===== src/rtl/rca_pkg.sv =====
// Shared constants and types for the 4-bit ripple-carry adder benchmark block.
package rca_pkg;

  localparam int RCA_W = 4;

  typedef logic [RCA_W-1:0] operand_t;
  typedef logic [RCA_W:0]   result_t;

endpackage


===== src/rtl/full_adder.sv =====
// Single-bit full adder cell; the ripple chain in rca_4b is built from these.
module full_adder (
  input  logic a,
  input  logic b,
  input  logic cin,
  output logic s,
  output logic cout
);

  assign s    = a ^ b ^ cin;
  assign cout = (a & b) | (cin & (a ^ b));

endmodule


===== src/rtl/rca_4b.sv =====
// 4-bit ripple-carry adder: combinational {carry-out, sum} plus a registered copy.
module rca_4b
  import rca_pkg::*;
(
  input  logic             clk,
  input  logic             rst_n,
  input  logic [RCA_W-1:0] in0,
  input  logic [RCA_W-1:0] in1,
  input  logic             in2,
  output logic [RCA_W:0]   out0,
  output logic [RCA_W:0]   out0_q
);

  logic [RCA_W:0]   carry;
  logic [RCA_W-1:0] sum;

  assign carry[0] = in2;

  // The gate-level ripple is the point of the benchmark, so no behavioural '+' here.
  for (genvar i = 0; i < RCA_W; i++) begin : g_bit
    full_adder u_fa (
      .a    (in0[i]),
      .b    (in1[i]),
      .cin  (carry[i]),
      .s    (sum[i]),
      .cout (carry[i+1])
    );
  end

  assign out0 = {carry[RCA_W], sum};

  always_ff @(posedge clk or negedge rst_n) begin
    if (!rst_n) begin
      out0_q <= '0;
    end else begin
      out0_q <= out0;
    end
  end

endmodule


===== config.mk =====
export PLATFORM = sky130hd
export DESIGN_NAME = rca_4b
export DESIGN_NICKNAME = d
export VERILOG_FILES = /design/src/rtl/rca_pkg.sv /design/src/rtl/full_adder.sv /design/src/rtl/rca_4b.sv
export SDC_FILE = /design/constraint.sdc
export NUM_CORES = 1
export LEC_CHECK = 0
export ABC_AREA = 1
export CORE_AREA = 2 2 39 41
export CTS_CLUSTER_DIAMETER = 80
export CTS_CLUSTER_SIZE = 10
export DETAILED_ROUTE_END_ITERATION = 8
export DIE_AREA = 0 0 41 43
export DONT_BUFFER_PORTS = 1
export SETUP_SLACK_MARGIN = 0.5
export SLEW_MARGIN = 20
export SYNTH_ARGS = -nofsm -noshare
export SYNTH_HDL_FRONTEND = slang
export SYNTH_SLANG_ARGS = --single-unit

===== constraint.sdc =====
create_clock -name clk -period 2.65 [get_ports clk]
set_input_delay 0.265 -clock clk [delete_from_list [all_inputs] [get_ports clk]]
set_output_delay 0.265 -clock clk [all_outputs]
set_load 0.01 [all_outputs]

# --- After elaboration in Yosys (flattened, before gate mapping) ---
# Cells that the tools add are included.
word_totals:
  ff_bits: 5
  out_inout_bits: 10
  elab_cells: 21
op_classes:
  bitwise_logic: 20
op_table:
  columns: ["operator", "n"]
  rows:
  - ["AND 1 bit", 8]
  - ["XOR 1 bit", 8]
  - ["bitwise OR 1 bit", 4]

# --- Depth between registers and ports, before layout ---
logic_depth:
  word_depth: 9
  mapped_depth: 9
  depth_no_buf: 8

# --- Cells and area by module ---
# A second synthesis with hierarchy kept.
hier_totals:
  cells_unflattened: 10
  area_unflattened_um2: 212.7
by_module_without_submodules:
  columns: ["mod", "n_inst", "cells_each", "area_each_um2", "seq_area_each_um2"]
  rows:
  - ["rca_4b", 1, 6, 132.6, 125.1]
  - ["full_adder", 4, 1, 20.0, 0.0]

# --- Least setup slack after synthesis ---
# Ideal clock, no wire load.
synth_path:
  path_type: "input to output"
  from: "input in0[0]"
  to: "output out0[3]"
  arrival_time_ns: 1.885
  slack_ns: 0.500
  path_stages: 9
  path_buffers: 1
  cell_sequence: "inv_1 > fa_1 > inv_1 > fa_1 > fa_1 > inv_1 > fa_1 > inv_1 > buf_4"
synth_via:
  elab_chain_len: 8
synth_rtl:
  columns: ["element", "line", "rtl"]
  rows:
  - ["start: declaration", "rca_4b.sv:7", "input logic [RCA_W-1:0] in0,"]
  - ["XOR 1 bit", "full_adder.sv:11", "assign cout = (a & b) | (cin & (a ^ b));"]
  - ["AND 1 bit", "full_adder.sv:11", null]
  - ["bitwise OR 1 bit (*)", "full_adder.sv:11", null]
  - ["AND 1 bit (*)", "full_adder.sv:11", null]
  - ["bitwise OR 1 bit (*)", "full_adder.sv:11", null]
  - ["AND 1 bit (*)", "full_adder.sv:11", null]
  - ["bitwise OR 1 bit (*)", "full_adder.sv:11", null]
  - ["XOR 1 bit (*)", "full_adder.sv:10", "assign s = a ^ b ^ cin;"]
  - ["end: declaration", "rca_4b.sv:10", "output logic [RCA_W:0] out0,"]
# Mark *: on every way between the ends. The rest lies on a longest branch, timed or not.

# --- Worst setup path in the final report ---
# Ends and elaborated chain as after synthesis.

==> flow_summary.toml <==
[yosys]
yosys_warnings = 0
ys_seq_area_share_pct = 44.6
ys_types = 4
syn_inst = 24
synth_area_um2 = 280
ys_ff_latch = 5
syn_avg_cell_area_um2 = 11.7
syn-num-nets = 39

[layout]
mostFrequentLayoutCells = "inv_1 (9), dfrtp_1 (5), clkbuf_4 (3), fa_2 (2), fa_1 (2)"
num-nets-final = 40
final_layout_size_suffix_gt1_share_pct = 25.0
largest_reg_flops = 5
regArea_um2 = 125
multi_input_area_um2 = 85.1
final.fill_count = 152
final_cell_area_um2 = 304
area_delta_synth_final_pct = 8.48
antenna_cells = 0
biggestRegsByFlops = "out0_q (5)"
final_common_cell = "inv_1"
regMostFlops = "out0_q"

[worst_hold_path]
hold_path_end = "out0_q[1]$_DFF_PN0_"
worstHoldPathType = "in2reg"
min-delay-start = "in1[1]"
hold_depth = 1

[placed_design]
dp_worst_setup_slack_ns = 0.484
gp_congestion = 0.462
port_buffers = 0
dpl_cell_area_um2 = 263

[route]
drt-pass1-iter-count = 2
wirelength_um = 432
routedWlPerCell_um = 10.8
drtIter0Drc = 1
vias_per_cell = 3.33
vias = 133
ant_nets = 0
remaining_drc_errors = 0

[floorplanning]
rows = 14
coreArea_um2 = 1380
die_w_um = 41
die_area_um2 = 1760
fp.dieH_um = 43
start_util_pct = 20.3
io_pins = 21

[grt]
grt_pass1_wl_um = 538
antenna_found_initial = 0
grt_pass1_vias = 138
grt.overflow.total = 0
track_usage_pct = 5.38
grt_max_degree = 6

[setup_path]
cp_max_fo = 2
setup.worst_path.class = "in2out"
cp-end-kind = "output port"
worstPathArrival_ns = 1.77
cp.required_ns = 2.38
cp-start-kind = "input pin"

[timing]
max_freq_mhz = 490
relSlewSlack_pct = 85.2
setup_viol = 0
rsz0062_at_grt = "no"
fin_hold_ws_ns = 0.302
fin_ws_ns = 0.611
hold_viol_final = 0
maxSlewViolCount = 0
worst_pin_slew_ns = 0.221
fin_crit_sh_pct = 77.0
min_period_ns = 2.04
tns_ns = 0

[pwr]
powerDensity_nw_per_um2 = 730
finalPower_uw = 222
leakage_nw = 0.157
irDropWorstVdd_mv = 0.124

[clock_network]
cts-root-buf = "clkbuf_4"
cts_tree = "done"
cts_buffers = 3
clock_path_buffers = 2
clock_sinks = 5
htree_levels = 1
path_clk_slew_ns = 0.04

[run_status]
status = "complete, no violations"

[flow_run]
drv_cap = 0
-- Yosys cell counts (all sizes together) --
master	instances	area [um^2]
inv	10	37.5
buf	5	37.5
dfrtp	5	125
fa	4	80.1
-- timing repair --
action	in CTS	in global routing
hold buffers	1	0
pin swaps	0	0
setup endpoints to repair	1	1
resized for setup	1	2
setup buffers	0	0
hold endpoints to repair	5	0
-- metal layers --
metal | GRT usage [%] | vias up | part of all wire [%]
li1 | - | 56 | -
met1 | 3.67 | 61 | 27
met2 | 7.81 | 14 | 53
met3 | 1.05 | 2 | 17
met4 | 10.0 | 0 | 3.5
met5 | 0 | - | 0
-- power by group --
| part | internal [mW] | total (mW) | switching, mW | leakage [nW] |
|---|---|---|---|---|
| Sequential | 0.0893 | 0.101 | 0.0114 | 0.0583 |
| Combinational | 0.0129 | 0.0356 | 0.0227 | 0.0839 |
| Clock | 0.0568 | 0.0855 | 0.0287 | 0.0150 |
-- stage by stage --
step	cells	utilization (%)
after floorplan	24	-
after global placement	35	19.0
after detailed placement	35	19.0
after CTS	40	21.6
after global routing	40	22.0
final	40	22.0
-- cell type report --
class / instances / area share, %
Sequential cell: 5 / 41.2
Multi-Input combinational cell: 4 / 28.0
Inverter: 10 / 12.3
Clock buffer: 4 / 8.64
Tap cell: 16 / 6.58
Timing Repair Buffer: 1 / 3.29
-- cell families after synthesis --
group | Yosys count | synth area share, %
buf+inv | 15 | 26.8
fa+ha+maj | 4 | 28.6
flops | 5 | 44.6
-- worst max-delay path, stage by stage --
cell	delay, ns
inv_1	0.06
fa_1	0.16
inv_1	0.05
fa_2	0.33
fa_2	0.32
inv_1	0.07
fa_1	0.42
inv_2	0.10
-- how the worst max path moves through the flow --
stage | start | to | cells after the start
finish | in0[0] | out0[3] | 8
floorplan | in0[0] | out0[3] | 9
global placement | in0[0] | out0[3] | 8
detailed placement | in0[0] | out0[3] | 8
CTS | in0[0] | out0[3] | 8
global route | in0[0] | out0[3] | 8
(Power assumes the default switching activity.)
